**src/rtl/window_seq_ctrl_if.sv**
```systemverilog
// -----------------------------------------------------------------------------
// window_seq_ctrl_if
// Groups the handshake and stripe-buffer signals of window_seq_ctrl.
//   master : the controller side (drives strobes, addresses, status)
//   slave  : the environment side (upstream source, sink, frame control)
// Signals:
//   start, abort       frame control requests
//   in_valid/in_ready  upstream pixel handshake
//   out_ready          sink accepts a window one cycle later
//   mem_wr, wr_addr    stripe buffer write port
//   mem_rd, win_base   stripe buffer 3x3 window read port
//   out_valid          window pixels valid at buffer outputs
//   stripe_idx, busy, stripe_done, frame_done  progress/status
// -----------------------------------------------------------------------------
interface window_seq_ctrl_if;
    logic        start;
    logic        abort;
    logic        in_valid;
    logic        in_ready;
    logic        out_ready;
    logic        mem_wr;
    logic [13:0] wr_addr;
    logic        mem_rd;
    logic [13:0] win_base;
    logic        out_valid;
    logic [2:0]  stripe_idx;
    logic        busy;
    logic        stripe_done;
    logic        frame_done;

    modport master (
        input  start, abort, in_valid, out_ready,
        output in_ready, mem_wr, wr_addr, mem_rd, win_base, out_valid,
               stripe_idx, busy, stripe_done, frame_done
    );

    modport slave (
        output start, abort, in_valid, out_ready,
        input  in_ready, mem_wr, wr_addr, mem_rd, win_base, out_valid,
               stripe_idx, busy, stripe_done, frame_done
    );
endinterface

```
**src/rtl/window_seq_ctrl.sv**
```systemverilog
// -----------------------------------------------------------------------------
// window_seq_ctrl
// Sequences a frame as NUM_STRIPES stripes. Each stripe is first loaded into a
// padded stripe buffer (PAD_W x (OUT_ROWS+2) pixels), then swept as
// IMG_W x OUT_ROWS overlapping 3x3 windows addressed by their top-left pixel.
// Ports:
//   clk  : sole clock, all state on the rising edge
//   rst  : synchronous active-high reset
//   bus  : window_seq_ctrl_if.master (handshakes, buffer strobes, status)
// -----------------------------------------------------------------------------
module window_seq_ctrl #(
    parameter int PAD_W       = 258,
    parameter int IMG_W       = 256,
    parameter int OUT_ROWS    = 32,
    parameter int NUM_STRIPES = 8
) (
    input  logic              clk,
    input  logic              rst,
    window_seq_ctrl_if.master bus
);

    localparam int ADDR_W = 14;
    localparam int COL_W  = (IMG_W > 1) ? $clog2(IMG_W) : 1;
    localparam int ROW_W  = (OUT_ROWS > 1) ? $clog2(OUT_ROWS) : 1;

    localparam logic [ADDR_W-1:0] LAST_WR     = ADDR_W'(PAD_W * (OUT_ROWS + 2) - 1);
    localparam logic [COL_W-1:0]  LAST_COL    = COL_W'(IMG_W - 1);
    localparam logic [ROW_W-1:0]  LAST_ROW    = ROW_W'(OUT_ROWS - 1);
    localparam logic [2:0]        LAST_STRIPE = 3'(NUM_STRIPES - 1);
    // Jump from the last window of a row to the first of the next row:
    // (row+1)*PAD_W - (row*PAD_W + IMG_W-1), which keeps win_base multiplier-free.
    localparam logic [ADDR_W-1:0] ROW_STEP    = ADDR_W'(PAD_W - IMG_W + 1);

    typedef enum logic [1:0] {
        IDLE  = 2'd0,
        LOAD  = 2'd1,
        SWEEP = 2'd2,
        DRAIN = 2'd3
    } state_t;

    state_t            state_q, state_d;
    logic [ADDR_W-1:0] wr_addr_q, wr_addr_d;
    logic [ADDR_W-1:0] win_base_q, win_base_d;
    logic [COL_W-1:0]  col_q, col_d;
    logic [ROW_W-1:0]  row_q, row_d;
    logic [2:0]        stripe_idx_q, stripe_idx_d;
    logic              out_valid_q;

    logic in_ready, mem_wr, mem_rd, stripe_done, frame_done;

    always_comb begin
        // NOTE: every signal written here gets a default first, so no path
        // through the case leaves it unassigned and no latch is inferred.
        state_d      = state_q;
        wr_addr_d    = wr_addr_q;
        win_base_d   = win_base_q;
        col_d        = col_q;
        row_d        = row_q;
        stripe_idx_d = stripe_idx_q;
        in_ready     = 1'b0;
        mem_wr       = 1'b0;
        mem_rd       = 1'b0;
        stripe_done  = 1'b0;
        frame_done   = 1'b0;

        case (state_q)
            IDLE: begin
                if (bus.start) begin
                    state_d      = LOAD;
                    wr_addr_d    = '0;
                    win_base_d   = '0;
                    col_d        = '0;
                    row_d        = '0;
                    stripe_idx_d = '0;
                end
            end

            LOAD: begin
                in_ready = 1'b1;
                mem_wr   = bus.in_valid;
                if (bus.in_valid) begin
                    if (wr_addr_q == LAST_WR) begin
                        wr_addr_d = '0;
                        state_d   = SWEEP;
                    end else begin
                        wr_addr_d = wr_addr_q + 1'b1;
                    end
                end
            end

            SWEEP: begin
                mem_rd = bus.out_ready;
                if (bus.out_ready) begin
                    if (col_q == LAST_COL) begin
                        col_d = '0;
                        if (row_q == LAST_ROW) begin
                            // Last window of the stripe: rewind for the next one.
                            row_d       = '0;
                            win_base_d  = '0;
                            stripe_done = 1'b1;
                            state_d     = DRAIN;
                        end else begin
                            row_d      = row_q + 1'b1;
                            win_base_d = win_base_q + ROW_STEP;
                        end
                    end else begin
                        col_d      = col_q + 1'b1;
                        win_base_d = win_base_q + 1'b1;
                    end
                end
            end

            DRAIN: begin
                // The final window's out_valid is presented during this cycle.
                if (stripe_idx_q == LAST_STRIPE) begin
                    frame_done = 1'b1;
                    state_d    = IDLE;
                end else begin
                    stripe_idx_d = stripe_idx_q + 1'b1;
                    state_d      = LOAD;
                end
            end

            default: state_d = IDLE;
        endcase

        // A cancelled cycle never reports completion.
        if (bus.abort || rst) begin
            stripe_done = 1'b0;
            frame_done  = 1'b0;
        end

        if (bus.abort) begin
            state_d      = IDLE;
            wr_addr_d    = '0;
            win_base_d   = '0;
            col_d        = '0;
            row_d        = '0;
            stripe_idx_d = '0;
        end
    end

    always_ff @(posedge clk) begin
        // NOTE: sequential state uses non-blocking assignments so every
        // register samples its pre-edge value regardless of statement order.
        if (rst) begin
            state_q      <= IDLE;
            wr_addr_q    <= '0;
            win_base_q   <= '0;
            col_q        <= '0;
            row_q        <= '0;
            stripe_idx_q <= '0;
            out_valid_q  <= 1'b0;
        end else begin
            state_q      <= state_d;
            wr_addr_q    <= wr_addr_d;
            win_base_q   <= win_base_d;
            col_q        <= col_d;
            row_q        <= row_d;
            stripe_idx_q <= stripe_idx_d;
            // Buffer read latency is one cycle; an abort kills the in-flight read.
            out_valid_q  <= mem_rd & ~bus.abort;
        end
    end

    assign bus.in_ready    = in_ready;
    assign bus.mem_wr      = mem_wr;
    assign bus.wr_addr     = wr_addr_q;
    assign bus.mem_rd      = mem_rd;
    assign bus.win_base    = win_base_q;
    assign bus.out_valid   = out_valid_q;
    assign bus.stripe_idx  = stripe_idx_q;
    assign bus.busy        = (state_q != IDLE);
    assign bus.stripe_done = stripe_done;
    assign bus.frame_done  = frame_done;

endmodule

```
**src/flat_wrapper.sv**
```systemverilog
// flat-port wrapper written by rule: the top's interface ports become plain ports
module window_seq_ctrl_flat 
#(
    parameter int PAD_W       = 258,
    parameter int IMG_W       = 256,
    parameter int OUT_ROWS    = 32,
    parameter int NUM_STRIPES = 8
)
  (clk, rst, bus_start, bus_abort, bus_in_valid, bus_out_ready, bus_in_ready, bus_mem_wr, bus_wr_addr, bus_mem_rd, bus_win_base, bus_out_valid, bus_stripe_idx, bus_busy, bus_stripe_done, bus_frame_done);
  window_seq_ctrl_if bus_i ();
  input  logic clk;
  input  logic rst;
  input wire logic [$bits(bus_i.start)-1:0] bus_start;
  input wire logic [$bits(bus_i.abort)-1:0] bus_abort;
  input wire logic [$bits(bus_i.in_valid)-1:0] bus_in_valid;
  input wire logic [$bits(bus_i.out_ready)-1:0] bus_out_ready;
  output wire logic [$bits(bus_i.in_ready)-1:0] bus_in_ready;
  output wire logic [$bits(bus_i.mem_wr)-1:0] bus_mem_wr;
  output wire logic [$bits(bus_i.wr_addr)-1:0] bus_wr_addr;
  output wire logic [$bits(bus_i.mem_rd)-1:0] bus_mem_rd;
  output wire logic [$bits(bus_i.win_base)-1:0] bus_win_base;
  output wire logic [$bits(bus_i.out_valid)-1:0] bus_out_valid;
  output wire logic [$bits(bus_i.stripe_idx)-1:0] bus_stripe_idx;
  output wire logic [$bits(bus_i.busy)-1:0] bus_busy;
  output wire logic [$bits(bus_i.stripe_done)-1:0] bus_stripe_done;
  output wire logic [$bits(bus_i.frame_done)-1:0] bus_frame_done;
  assign bus_i.start = bus_start;
  assign bus_i.abort = bus_abort;
  assign bus_i.in_valid = bus_in_valid;
  assign bus_i.out_ready = bus_out_ready;
  assign bus_in_ready = bus_i.in_ready;
  assign bus_mem_wr = bus_i.mem_wr;
  assign bus_wr_addr = bus_i.wr_addr;
  assign bus_mem_rd = bus_i.mem_rd;
  assign bus_win_base = bus_i.win_base;
  assign bus_out_valid = bus_i.out_valid;
  assign bus_stripe_idx = bus_i.stripe_idx;
  assign bus_busy = bus_i.busy;
  assign bus_stripe_done = bus_i.stripe_done;
  assign bus_frame_done = bus_i.frame_done;
  window_seq_ctrl #(.PAD_W(PAD_W), .IMG_W(IMG_W), .OUT_ROWS(OUT_ROWS), .NUM_STRIPES(NUM_STRIPES)) u_core (.clk(clk), .rst(rst), .bus(bus_i));
endmodule
```
**config.mk**
```make
export PLATFORM = sky130hd
export DESIGN_NAME = window_seq_ctrl_flat
export DESIGN_NICKNAME = d
export VERILOG_FILES = /design/src/rtl/window_seq_ctrl_if.sv /design/src/rtl/window_seq_ctrl.sv /design/src/flat_wrapper.sv
export SDC_FILE = /design/constraint.sdc
export NUM_CORES = 1
export LEC_CHECK = 0
export BUFFER_PORTS_ARGS = -buffer_cell sky130_fd_sc_hd__buf_2
export CAP_MARGIN = 20
export CORE_MARGIN = 2
export CORE_UTILIZATION = 40
export CTS_BUF_LIST = sky130_fd_sc_hd__clkbuf_2 sky130_fd_sc_hd__clkbuf_4 sky130_fd_sc_hd__clkbuf_8
export DETAILED_ROUTE_END_ITERATION = 10
export GPL_TIMING_DRIVEN = 0
export HOLD_SLACK_MARGIN = 0.05
export SYNTH_ARGS = -nofsm -noshare
export SYNTH_HDL_FRONTEND = slang
export SYNTH_SLANG_ARGS = --single-unit
export TNS_END_PERCENT = 100
```
**constraint.sdc**
```tcl
create_clock -name clk -period 5.7 [get_ports clk]
set_input_delay 0.855 -clock clk [delete_from_list [all_inputs] [get_ports clk]]
set_output_delay 0.855 -clock clk [all_outputs]
set_load 0.05 [all_outputs]
```
* Yosys cells after proc, flatten, opt, wreduce, memory -nomap -nowiden
Index checks and enable logic that the tools add are counted.
** Storage, ports and cells
- Word-level logic and storage cells :: 80
- Output and inout port bits :: 38
- Flip-flop bits (word level) :: 47
** Operators by class
- Bitwise logic cells :: 2
- Eq/ne operators :: 14
- Reductions and logical operators :: 12
- Mux-type cells :: 39
- $add $sub $neg :: 6
** Operators by type and width (count)
- 14-bit 2-to-1 mux :: 6
- 14-bit case mux with 2 select lines :: 2
- 14-bit by 1-bit adder with 14-bit output (second input constant) :: 2
- 8-bit 2-to-1 mux :: 3
- 5-bit 2-to-1 mux :: 4
- 8-bit case mux with 2 select lines :: 1
- 14-bit by 2-bit adder with 14-bit output (second input constant) :: 1
- 14-bit equality test (second input constant) :: 1
- 1-bit 2-to-1 mux :: 12
- 2-bit 2-to-1 mux :: 6
- 5-bit case mux with 2 select lines :: 1
- 3-bit AND reduction :: 3
- 8-bit by 1-bit adder with 8-bit output (second input constant) :: 1
- 8-bit equality test (second input constant) :: 1
- 2-bit != test (second input constant) :: 4
- 2-bit case mux with 4 select lines :: 1
- 2-bit nonzero test :: 4
- 3-bit 2-to-1 mux :: 2
- 2-bit by 1-bit != test with 1-bit output (second input constant) :: 3
- 3-bit case mux with 2 select lines :: 1
- 6-bit AND reduction :: 1
- 5-bit by 1-bit adder with 5-bit output (second input constant) :: 1
- 5-bit equality test (second input constant) :: 1
- 2-bit equality test (second input constant) :: 2
- other kinds (9) :: 9

* Logic depth before layout (Yosys ltp)
Gate-level depths: netlist (run 1).
- Word-level depth :: 6
- Mapped depth :: 10
- Gate-level depth less buffers :: 8

* Worst setup path before layout (run 1)
OpenSTA, ideal clock, no wires.
- Path kind :: input to output
- From :: in rst
- To :: out bus_stripe_done
- Setup slack :: 2.246 ns
- Path buffers :: 2
- Cell stages on the path :: 4
- Data arrival time :: 2.599 ns
- Cell sequence :: or2_2 clkbuf_1 clkbuf_1 nor3_1
** Between the ends
- Word-level cells in the longest chain between the ends :: 2
** RTL lines
- from (decl) :: line flat_wrapper.sv:12 : input logic rst;
- 1-bit logical OR :: line window_seq_ctrl.sv:128 : if (bus.abort || rst) begin
- 1-bit 2-to-1 mux :: line window_seq_ctrl.sv:128
- to (decl) :: line flat_wrapper.sv:25 : output wire logic [$bits(bus_i.stripe_done)-1:0] bus_stripe_done;
No other way between the ends.

* Worst setup path after layout (run 1)
Ends and elaborated chain as after synthesis.

==> results of run 1 <==
## worst reg2reg max path, cell delays in order, from the launching register on
cell,delay [ns]
dfxtp_1,0.34
inv_1,0.12
ha_1,0.15
buf_2,0.21
nand2_1,0.20
nor3_1,0.78
nand2_1,0.31
nor4_1,0.31
a32o_1,0.18
## cells in the mapped netlist (5+ instances only)
library cell and number:
nor3_1 14, ha_1 12, o211ai_1 7, nand3_1 17, xnor2_1 12, nor2_1 48, nor4_1 9, a31oi_1 6
inv_1 14, nand2_1 26, dfxtp_1 47, o21ai_0 14, nand4_1 11, and3_1 5, xor2_1 12, a21oi_1 14
clkbuf_1 11
## per-layer routing
metal  GRT usage (%)  vias to the layer above  share of wire (%)
li1                -                     1382                  -
met1            25.9                     1261                 47
met2            32.5                       75                 46
met3            5.00                        4                6.0
met4            4.62                        0               0.69
met5               0                        -                  0
## per-stage QoR
step,std cells,hold WS (ns),util (%)
2_1_floorplan,352,0.453,-
3_3_place_gp,491,0.461,46.4
3_5_place_dp,491,0.468,46.4
4_1_cts,499,0.482,47.7
5_1_grt,499,0.509,47.7
6_report,499,0.477,47.7
## final cells by class
cell class / instances / area, sq um
Buffer: 17 / 80.1
Clock inverter: 2 / 12.5
Fill cell: 704 / 3550
Multi-Input combinational cell: 274 / 1740
Clock buffer: 6 / 76.3
Timing Repair Buffer: 43 / 215
Inverter: 14 / 52.6
Sequential cell: 47 / 941
Tap cell: 96 / 120
## how the worst max path moves through the flow
stage | slack, ns | to | cells after the start | from
after global placement | 2.48 | bus_stripe_done | 6 | rst
after detailed placement | 2.49 | bus_stripe_done | 6 | rst
after floorplan | 2.25 | bus_stripe_done | 4 | rst
after CTS | 2.48 | bus_stripe_done | 6 | rst
final | 2.50 | bus_stripe_done | 6 | rst
after global routing | 2.37 | bus_stripe_done | 6 | rst
## cell usage in the layout, fill, tap and decap left out, types with 14 or more instances in the layout
| cell type | n |
|---|---|
| nor3_1 | 14 |
| nor2_1 | 48 |
| inv_1 | 14 |
| dfxtp_1 | 47 |
| buf_2 | 47 |
| nand2_1 | 26 |
| nand3_1 | 17 |
| o21ai_0 | 14 |
| a21oi_1 | 14 |
## cell families (layout without fill, tap and decap cells)
kind of cell / count (synthesis) / after routing / synth area share, %
xor+xnor: 24 / 24 / 7.46
mux: 4 / 4 / 1.47
flops: 47 / 47 / 33.4
compound gates: 71 / 71 / 17.1
fa+ha+maj: 12 / 12 / 5.33
simple gates: 163 / 163 / 30.6
buf+inv: 31 / 82 / 4.71
## where the power goes
group	internal (uW)	switching, uW
Sequential	330	1.65
Combinational	20.9	50.1
Clock	90.7	115
Total	441	167
## sequential cells by signal (all words and copies together), names as in the netlist
name	cells
u_core.bus.out_valid	1
u_core.bus.stripe_idx	3
u_core.state_q	2
u_core.bus.wr_addr	14
u_core.bus.win_base	14
u_core.col_q	8
u_core.row_q	5
==> summary by stage, run 1 <==
Timing
For this run, the top clock speed supported by timing is 312 MHz. Setup slack on the critical path of the routed design comes to 2.50 ns. Dividing the final minimum period by the clock period gives 56.2%. Setup repair after global routing left no endpoint under its margin. The final setup violation count is 0.

The hold violation total from the final report is 0. The shortest period the worst path allows is 3.20 ns. The final worst clock skew is 0.00464 ns. After routing, the total negative slack on setup checks comes to 0 ns.

The slew at the pin closest to its max-slew limit is 0.913 ns. The headroom to the max-slew limit is 38.7%. The number of max-slew violations in the final report is 0.

Hold path
The worst hold path was traced through 2 stages. The startpoint of the worst hold path is u_core.bus.stripe_idx[1]$_SDFFE_PN0P_. The kind of path behind the tightest hold check is reg -> reg. The terminating pin of the worst hold path is u_core.bus.stripe_idx[1]$_SDFFE_PN0P_.

Outcome
The flow ran to the end, and the final reports show no timing, DRC or antenna violations.

Synth
Of the synthesized area, sequential elements account for 33.4%. The average instance in the mapped netlist occupies 8.00 sq um. The total number of yosys warnings is 0. Yosys attributes the largest share of cell area to dfxtp_1, nor2_1, ha_1. The cell count after synthesis is 352. The most used flip-flop cell after synthesis is dfxtp_1.

Counting flops with a built-in enable in the synthesized netlist gives 0. The number of flip-flops and latches in the synthesized netlist is 47. The synthesized design spends more area on one cell type than any other, namely dfxtp_1. The netlist area before placement is 0.00282 sq mm.

The fraction of synthesis flops using an asynchronous set or reset pin is 0%. The net count after synthesis is 370. The synthesized design devotes to its leading area cell type 33.4% of total area. The number of different library cells used by synthesis comes to 57.

CTS
The number of levels in the clock H-tree is 2. The cell at the root of the clock tree is clkbuf_8. TritonCTS built the clock tree.

The number of gates resized after CTS was 0. TritonCTS created 5 clock buffers. The number of hold buffers added after CTS was 0.

The total number of clock tree sinks is 47. The number of buffers between clock root and the deepest sink is 2. Post-CTS timing repair inserted 0 buffers for setup. The insertion delay to the later sink of the worst-skew pair is 0.30 ns. Clock-pin slew was measured on the worst setup and hold paths at 0.09 ns.

Worst setup path
The worst register-to-register path begins at u_core.state_q[0]$_SDFFE_PN0P_. The depth of the worst register-to-register path is 8. STA classifies the critical path endpoint as an output pin. The data arrival time of the critical path is 2.35 ns. The worst flop-to-flop path endpoint is u_core.bus.win_base[9]$_SDFFE_PN0P_. The cell type group with the largest total delay on the critical path is buffers and inverters.

The count of buffering cells on the critical path with inverters included is 4. By startpoint and endpoint, the worst setup path is classified as in -> out. Along the worst path, the maximum fanout reaches 10. For this run, the slowest stage of the critical path takes 0.33 ns. The cell with the largest stage delay on the worst path is clkbuf_1.

The setup slack of the worst register-to-register path is 3.05 ns. STA classifies the critical path startpoint as an input pin. The data required time of the worst path is 4.85 ns. Walking the worst path, the cells encountered are buf_2 -> or2_2 -> clkbuf_1 -> clkbuf_1 -> nor3_1 -> buf_2.

Global route
The remaining global-route overflow is 0. The global-route usage over all layers is 19.7%. The largest net degree at the start of global routing is 15. The number of global-route vias before repair is 2473.

The number of antenna violations at the first check in global routing is 0. The first-pass GRT wire length is 12000 microns.

Run
Max-cap violations in this run came to 0.

Layout
The antenna cell count is 0. The synthesis-to-layout area growth is 15.1%. Once layout is done, the placed cells without fillers occupy 0.00324 sq mm. The final layout contains 420 nets. Cells with a size suffix above 1 make up 16.9% of the layout.

Route
In the final routed layout, each cell accounts on average for 14.2 microns. The routed via count is 2722. The wire length after detailed routing is 7070 microns. The first routing iteration left 121 violations. After detailed routing, the number of remaining DRC violations is 0. For this run, the detailed router's first-pass iteration total came to 4. The post-detailed-route count of antenna-violating nets is 0. The number of vias per cell is 5.45.

Placed design
The count of input and output buffers is 43. Timing analysis after detailed placement gives a worst setup slack of 2.49 ns. The final weighted congestion in routability-driven placement is 0.813. Summing all placed instances gives a cell area of 0.00315 sq mm. Detailed placement finished with a half-perimeter wire length of 5280 microns.

Floorplanning
The standard cell core area is 0.00679 sq mm. The floorplan row count is 30. Measured along the x axis, the die boundary spans 87.9 microns. The floorplan step set the die height to 87.9 microns. For this design the top-level I/O count stands at 44.

The effective utilization at floorplan is 41.5%. The floorplan die area is 0.00773 sq mm.

Power
The overall power consumption is 608 uW. VDD sags by at most 0.0817 mV. The analysis attributes to cell leakage a power of 0.00118 uW. For this design the ratio of total power to cell area is 188 mW/mm^2.
Note: power is estimated with default switching activity, not from simulation.
==> run 2, diff against run 1 <==
- ABC_AREA: default -> 1
- clock period: 5.7 -> 3.2 ns (I/O delays scaled with it)
==> run 2 against run 1 <==
  * Clock skew increased by 0.0046 ns
  * Sequential share of layout area fell by 1.5 points
  * Global-route usage decreased by 0.21 points
  * First-iteration DRC count fell by 9.9%
  * Critical endpoint unchanged
==> summary by stage, run 2 <==
Outcome
The run finished with clean final reports.

Floorplanning
The floorplan die area was 0.00814 sq mm (+5.3%). The floorplan row count is 31 (+3.3%). The die boundary height came to 90.2 microns (+2.6%). The chip width is 90.2 microns (+2.6%). The standard cell core area was 0.00721 sq mm (+6.2%). The effective utilization at floorplan is 41.2% (-0.25 points). The I/O pin count is 44 (unchanged).

Synth
After synthesis, the cell types taking the most area are dfxtp_1, nand2_1, nand3_1. The number of synthesized flops with an enable pin is 0 (unchanged). The xor and xnor fraction of the mapped netlist area was 3.24% (-4.2 points). The share of synthesized area spent on multiplexers is 0% (-1.5 points). The compound-cell area share of the yosys netlist is 12.7% (-4.3 points).

The post-synthesis adder-cell area fraction is 5.05% (-0.28 points). The per-instance average area after synthesis came to 6.67 sq um (-17%). The sequential cell area fraction in the yosys report came to 31.6% (-1.8 points). The cell count after synthesis is 446 (+27%). The fraction of synthesis flops using an asynchronous set or reset pin is 0% (unchanged). The total number of yosys warnings was 0 (unchanged). The number of flip-flops and latches in the synthesized netlist was 47 (unchanged). The fraction of post-synthesis cell area in the top cell type by area is 31.6% (-1.8 points). Among all flip-flop cells after synthesis, the most frequent one is dfxtp_1. The simple-gate share of the synthesized area is 37.9% (+7.3 points).

The net count after synthesis was 464 (+25%). After synthesis, the largest family of logic cells by area is simple AND/OR/NAND/NOR gates. In the post-synthesis netlist, the cell with the most instances is nand2_1.

The number of distinct library cell variants in the gate-level netlist after synthesis was 38 (-33%). The netlist area before placement was 0.00297 sq mm (+5.6%). The commonest cells after synthesis are nand2_1, inv_1, nor2_1, dfxtp_1, nand3_1.

Summed over all instances, the cell type with the most area after synthesis is dfxtp_1.

Worst setup path
The largest fanout on the critical path came to 4 (-6). The depth of the worst register-to-register path came to 9 (+1). STA classifies the critical path endpoint as an output pin.

The data required time of the worst path is 2.72 ns (-2.13 ns). The worst setup path category is reg -> out. The data arrival time of the critical path came to 2.06 ns (-0.29 ns).

The startpoint type of the worst setup path is a register.

Layout
The antenna cell count came to 0 (unchanged). The cell area after layout is 0.00342 sq mm (+5.5%). The share of final-layout standard cells stronger than drive strength 1 came to 19.2% (+2.3 points). The synthesis-to-layout area growth is 15.0% (about the same). The number of non-filler instances in the completed layout is 595 (+19%).

The most frequent standard cell in the layout excluding fill and tap cells is nand2_1. The number of nets in the layout is 514 (+22%). The number of filler cells placed in the layout is 781 (+11%). The top cell types in the final layout, fill and taps aside, are nand2_1, inv_1, nor2_1, nand3_1, dfxtp_1.

Route
The routed via count came to 2974 (+9.3%). The mean routed wirelength per cell is 12.7 microns (-10%). The remaining design rule violation count is 0 (unchanged). The wire length after detailed routing came to 7580 microns (+7.3%).

The post-detailed-route count of antenna-violating nets is 0 (unchanged). The number of vias per cell came to 5.00 (-8.4%). The number of DRC violations after detailed-routing iteration 0 is 109 (-9.9%). The total iterations of the first detailed-routing run is 4 (unchanged).

CTS
The number of levels in the clock H-tree was 2 (unchanged). The quantity of hold-fixing buffers added after cts is 0 (unchanged). The tree is rooted in a clkbuf_8. The number of buffers between clock root and the deepest sink is 2 (unchanged). The insertion delay to the later sink of the worst-skew pair is 0.30 ns (about the same). The total number of clock tree sinks came to 47 (unchanged). The clock edge transition at the registers on the reported setup and hold paths is 0.08 ns (about the same). The CTS tree is done. The post-cts gate resize count is 0 (unchanged). The number of buffers added by the clock tree synthesis step is 5 (unchanged). The buffer count from post-CTS setup fixing came to 0 (unchanged).

Power
The portion of total power attributed to the clock network came to 37.8% (+4.0 points). The maximum vdd drop is 0.168 mV (+110%). The cell-internal power was 862 uW (+95%). The overall power consumption came to 1170 uW (+93%).

The combinational cell fraction of total power is 11.6% (about the same). The total power density per cell area was 343 mW/mm^2 (+83%). The switching power is 309 uW (+85%). The power share of the sequential group is 50.6% (-3.9 points).

The leakage dissipation is 0.00150 uW (+27%). The switching share of power is 26.4% (-1.0 points).

Placed design
The area after detailed placement came to 0.00331 sq mm (+5.1%). The detailed-placement wirelength estimate is 5670 microns (+7.4%). The number of placed cells counting well taps is 588 (+20%). The count of input and output buffers is 43 (unchanged). The post-placement worst setup slack is 0.670 ns (-1.82 ns).

The final weighted congestion in routability-driven placement is 0.821 (+0.92%).

Timing
Setup repair after global routing left no endpoint under its margin. The final total negative setup slack is 0 ns (unchanged). The achievable clock frequency is 394 MHz. The hold violation total from the final report is 0 (unchanged). The number of max-slew violations in the final report came to 0 (unchanged). The headroom to the max-slew limit is 59.9% (+21 points).

The slew at the pin closest to its max-slew limit is 0.599 ns (-0.314 ns). For the finished layout, the period the worst path requires is 2.54 ns. The final worst clock skew came to 0.00922 ns (+0.00458 ns). The part of the cycle the worst path needs is 79.3%. The worst setup slack after layout was 0.661 ns (-1.84 ns). The final setup violation count was 0 (unchanged).

Global route
The global-route usage over all layers is 19.5% (-0.21 points). The remaining global-route overflow is 0 (unchanged). The number of antenna violations at the first check in global routing is 0 (unchanged). The first-pass GRT wire length is 13100 microns (+9.5%).

The number of global-route vias before repair is 2810 (+14%). The largest net degree at the start of global routing came to 14 (-1).

Hold path
The cell depth of the worst min-delay path was 2 (unchanged). The tightest min-delay check is of the reg -> reg type.

Run
The max capacitance violation total is 0 (unchanged).
-- run 2: cell count changes after synthesis, sizes merged, moves of 11 or more --
cell and change:
nand2 +82, inv +50, nand3 +30, a21oi +12
o21ai +12, nor2 +11
-- run 2: kinds of logic after synthesis --
group	count (synthesis)
AO/OA/AOI/OAI	65
AND/OR/NAND/NOR	241
adder cells (fa/ha/maj)	12
flip-flops	47
XOR/XNOR	11
buffers and inverters	70
-- run 2: worst max-delay path, cell delays in order, from the launching register on --
cell and delay (ns):
dfxtp_1 0.36, ha_1 0.18, inv_1 0.05, nor3_1 0.15, ha_1 0.33, nand3_1 0.22, nor3_1 0.17, buf_2 0.31
-- run 2: metal layers --
metal  vias to the layer above  wire, microns  GRT usage [%]  share of wire (%)
met5                         -              0              0                  0
met4                         0             80           4.49                1.1
met3                         6            431           4.53                5.7
met2                        67           3460           32.5                 46
li1                       1547              -              -                  -
met1                      1354           3610           25.6                 48
-- run 2: worst paths after layout --
kind / endpoint / startpoint / slack, ns
setup / recovery: bus_stripe_done / u_core.row_q[0]$_SDFFE_PN0P_ / 0.66
hold / removal: u_core.row_q[4]$_SDFFE_PN0P_ / u_core.row_q[4]$_SDFFE_PN0P_ / 0.48
setup reg to reg: u_core.col_q[6]$_SDFFE_PN0P_ / u_core.state_q[0]$_SDFFE_PN0P_ / 1.16
hold reg to reg: u_core.row_q[4]$_SDFFE_PN0P_ / u_core.row_q[4]$_SDFFE_PN0P_ / 0.48
-- run 2: power groups by stage --
| stage | Sequential (uW) | Combinational, uW | Clock [uW] |
|---|---|---|---|
| global placement | 607 | 136 | 0 |
| global route | 594 | 150 | 487 |
| CTS | 593 | 137 | 452 |
| detailed placement | 607 | 137 | 0 |
| finish | 593 | 136 | 442 |
| floorplan | 613 | 93.6 | 0 |
-- run 2: area by class of cell --
type                            count  area (sq um)  area share, %
Inverter                           65           245           7.17
Timing Repair Buffer               43           215           6.30
Multi-Input combinational cell    329          1750           51.2
Clock inverter                      1          30.0          0.878
Buffer                              5          36.3           1.06
Clock buffer                        6          76.3           2.23
Sequential cell                    47           941           27.5
Tap cell                           99           124           3.62
-- run 2: metrics by stage --
stage                     utilization, %  hold slack (ns)
final                               47.4            0.477
after global routing                47.4            0.516
after CTS                           47.4            0.478
after detailed placement            45.9            0.466
after global placement              45.9            0.457
after floorplan                        -            0.449
==> run 3, diff against run 2 <==
- clock period: 3.2 -> 2.06 ns (I/O delays scaled with it)
==> run 3 against run 2 <==
  * Final cell count up 0.34%
  * Clock skew fell by 0.0025 ns
  * Combinational power grew 54%
  * Hold slack lost 0.14 ns
  * Worst setup slack worse by 0.56 ns
  * Flip-flop and latch count is the same
==> summary by stage, run 3 (synthesized netlist as in run 2, its figures left out) <==
Worst setup path
The count of buffering cells on the critical path with inverters included is 4 (+2). The delay of the slowest critical-path stage is 0.31 ns (-0.05 ns). The cell type group with the largest total delay on the critical path is buffers and inverters. STA classifies the critical path endpoint as an output pin. The cell count along the critical path is 6 (-1). The reg-to-reg startpoint is u_core.state_q[0]$_SDFFE_PN0P_.

By startpoint and endpoint, the worst setup path is classified as in -> out. The largest fanout on the critical path is 10 (+6). The setup slack of the worst register-to-register path is 0.11 ns (-1.05 ns). Walking the worst path, the cells encountered are buf_2 -> nor2_2 -> inv_2 -> clkbuf_1 -> nor2_2 -> buf_2. The capturing instance or port of the critical path is bus_frame_done. The slowest stage of the critical path belongs to the cell nor2_2. The first element of the critical path is rst. The startpoint type of the worst setup path is an input pin. The data required time of the worst path is 1.75 ns (-0.97 ns). The data arrival time of the critical path came to 1.65 ns (-0.41 ns). In this run the critical register-to-register path is captured at u_core.col_q[6]$_SDFFE_PN0P_. The depth of the worst register-to-register path was 9 (unchanged).

Power
The combinational cell fraction of total power is 11.7% (about the same). The power share of the sequential group is 51.1% (+0.5 points). The switching power came to 461 uW (+49%). The cell-internal power came to 1340 uW (+55%).

The maximum vdd drop came to 0.316 mV (+88%). The total power density per cell area is 514 mW/mm^2 (+50%). The leakage dissipation is 0.00152 uW (+1.4%). The portion of total power attributed to the clock network is 37.2% (-0.6 points). The switching share of power is 25.6% (-0.78 points).

CTS
The total number of clock tree sinks is 47 (unchanged). The CTS tree is done. The insertion delay to the later sink of the worst-skew pair is 0.29 ns (about the same). The number of buffers between clock root and the deepest sink came to 2 (unchanged).

The number of buffers added by the clock tree synthesis step is 5 (unchanged). The quantity of hold-fixing buffers added after cts is 0 (unchanged). The clock edge transition at the registers on the reported setup and hold paths came to 0.09 ns (about the same). The number of levels in the clock H-tree was 2 (unchanged). The cell at the root of the clock tree is clkbuf_8.

Floorplanning
The floorplan row count came to 31 (unchanged). The chip width is 90.2 microns (unchanged). The effective utilization at floorplan is 41.2% (unchanged). The floorplan die area is 0.00814 sq mm (unchanged). The die boundary height is 90.2 microns (unchanged). The standard cell core area is 0.00721 sq mm (unchanged). The I/O pin count was 44 (unchanged).

Layout
The antenna cell count is 0 (unchanged). The number of non-filler instances in the completed layout is 597 (+0.34%). The synthesis-to-layout area growth is 17.8%. Leaving out fill and tap cells, the most frequent cell in the layout is nand2_1. The share of final-layout standard cells stronger than drive strength 1 is 21.7% (+2.5 points). The number of filler cells placed in the layout is 776 (-0.64%). The core utilization of the finished layout is 48.5% (+1.1 points). The library cells used most frequently in the layout, excluding fill and tap cells, are nand2_1, inv_1, nor2_1, nand3_1, dfxtp_1. The number of nets in the layout is 516 (+0.39%). The cell area after layout came to 0.00350 sq mm (+2.4%).

Route
The number of vias per cell was 4.94 (-1.2%). The routed via count is 2948 (-0.87%). The remaining design rule violation count is 0 (unchanged).

The post-detailed-route count of antenna-violating nets was 0 (unchanged). The mean routed wirelength per cell is 12.3 microns (-3.7%). The wire length after detailed routing was 7330 microns (-3.4%). The total iterations of the first detailed-routing run came to 4 (unchanged). The number of DRC violations after detailed-routing iteration 0 is 91 (-17%).

Timing
The number of max-slew violations in the final report is 0 (unchanged). The final worst clock skew came to 0.00671 ns (-0.00251 ns). The part of the cycle the worst path needs is 95.1%.

For this run, the top clock speed supported by timing is 511 MHz. For the finished layout, the period the worst path requires is 1.96 ns. Setup repair after global routing could not meet its margin everywhere. The worst setup slack after layout is 0.101 ns (-0.560 ns). The final setup violation count came to 0 (unchanged). The headroom to the max-slew limit is 65.4% (+5.5 points). The slew at the pin closest to its max-slew limit is 0.520 ns (-0.0797 ns). The hold violation total from the final report is 0 (unchanged).

Hold path
The cell depth of the worst min-delay path is 4 (+2). The min-delay analysis places its worst path in the category in -> reg.

Global route
The number of antenna violations at the first check in global routing is 0 (unchanged). The remaining global-route overflow is 0 (unchanged). The global-route usage over all layers is 18.4% (-1.1 points). The number of global-route vias before repair is 2752 (-2.1%). The first-pass GRT wire length is 12400 microns (-5.8%). The largest net degree at the start of global routing is 14 (unchanged).

Placed design
The final weighted congestion in routability-driven placement is 0.856 (+4.3%). The count of input and output buffers came to 43 (unchanged). The number of placed cells counting well taps is 588 (unchanged). The area after detailed placement is 0.00333 sq mm (+0.42%). The detailed-placement wirelength estimate is 5680 microns (+0.16%). The post-placement worst setup slack was -0.130 ns (-0.799 ns).

Outcome
The run finished with clean final reports.

Run
The max capacitance violation total came to 0 (unchanged).
## run 3: cell count changes in the layout (fill, tap and decap cells not counted), moves of 2 or more
cell | before | now
nor2_1 | 48 | 46
nor3_1 | 10 | 8
buf_4 | 0 | 2
nor2_2 | 7 | 9
dfxtp_1 | 47 | 45
ha_1 | 12 | 10
## run 3: power by group through the flow
stage          logic [uW]  clock network, uW  registers, uW
6_report              210                670            921
5_1_grt               233                733            922
3_5_place_dp          211                  0            942
2_1_floorplan         146                  0            953
4_1_cts               212                699            921
3_3_place_gp          210                  0            942
## run 3: how the worst min path moves through the flow
stage | startpoint | end
after floorplan | u_core.row_q[4]$_SDFFE_PN0P_ | u_core.row_q[4]$_SDFFE_PN0P_
after global placement | u_core.row_q[4]$_SDFFE_PN0P_ | u_core.row_q[4]$_SDFFE_PN0P_
after detailed placement | u_core.row_q[4]$_SDFFE_PN0P_ | u_core.row_q[4]$_SDFFE_PN0P_
after CTS | bus_abort | u_core.col_q[0]$_SDFFE_PN0P_
after global routing | rst | u_core.col_q[0]$_SDFFE_PN0P_
final | bus_abort | u_core.col_q[0]$_SDFFE_PN0P_
## run 3: layer usage
layer	track usage, %	up-vias	wire [microns]
li1	-	1551	-
met1	21.8	1340	3340
met2	32.7	53	3560
met3	4.44	4	360
met4	5.90	0	63
met5	0	-	0
## run 3: repair_timing
item	CTS	global route
setup endpoints to repair	2	7
gates resized for setup	6	9
gates cloned	0	0
pin swaps	1	1
setup buffers	0	2
## run 3: cell type report
type | count | area, sq um | share of cell area [%]
buffer | 5 | 36.3 | 1.04
clock buffer | 6 | 76.3 | 2.18
clock inverter | 1 | 30.0 | 0.858
inverter | 65 | 245 | 7.00
multi-input combinational | 329 | 1810 | 51.6
sequential | 47 | 946 | 27.0
tap | 99 | 124 | 3.54
timing repair buffer | 45 | 236 | 6.75
## run 3: metrics by stage
stage / hold slack (ns) / setup TNS [ns] / total power, uW
6_report: 0.340 / 0 / 1800
5_1_grt: 0.354 / -0.0247 / 1890
4_1_cts: 0.327 / -0.105 / 1830
3_5_place_dp: 0.469 / -0.145 / 1150
3_3_place_gp: 0.457 / -0.192 / 1150
2_1_floorplan: 0.449 / 0 / 1100
## run 3: worst min-delay path, cell delays in order
cell and delay (ns):
buf_2 0.08, nor2_2 0.08, o21ai_1 0.08, a21oi_1 0.04
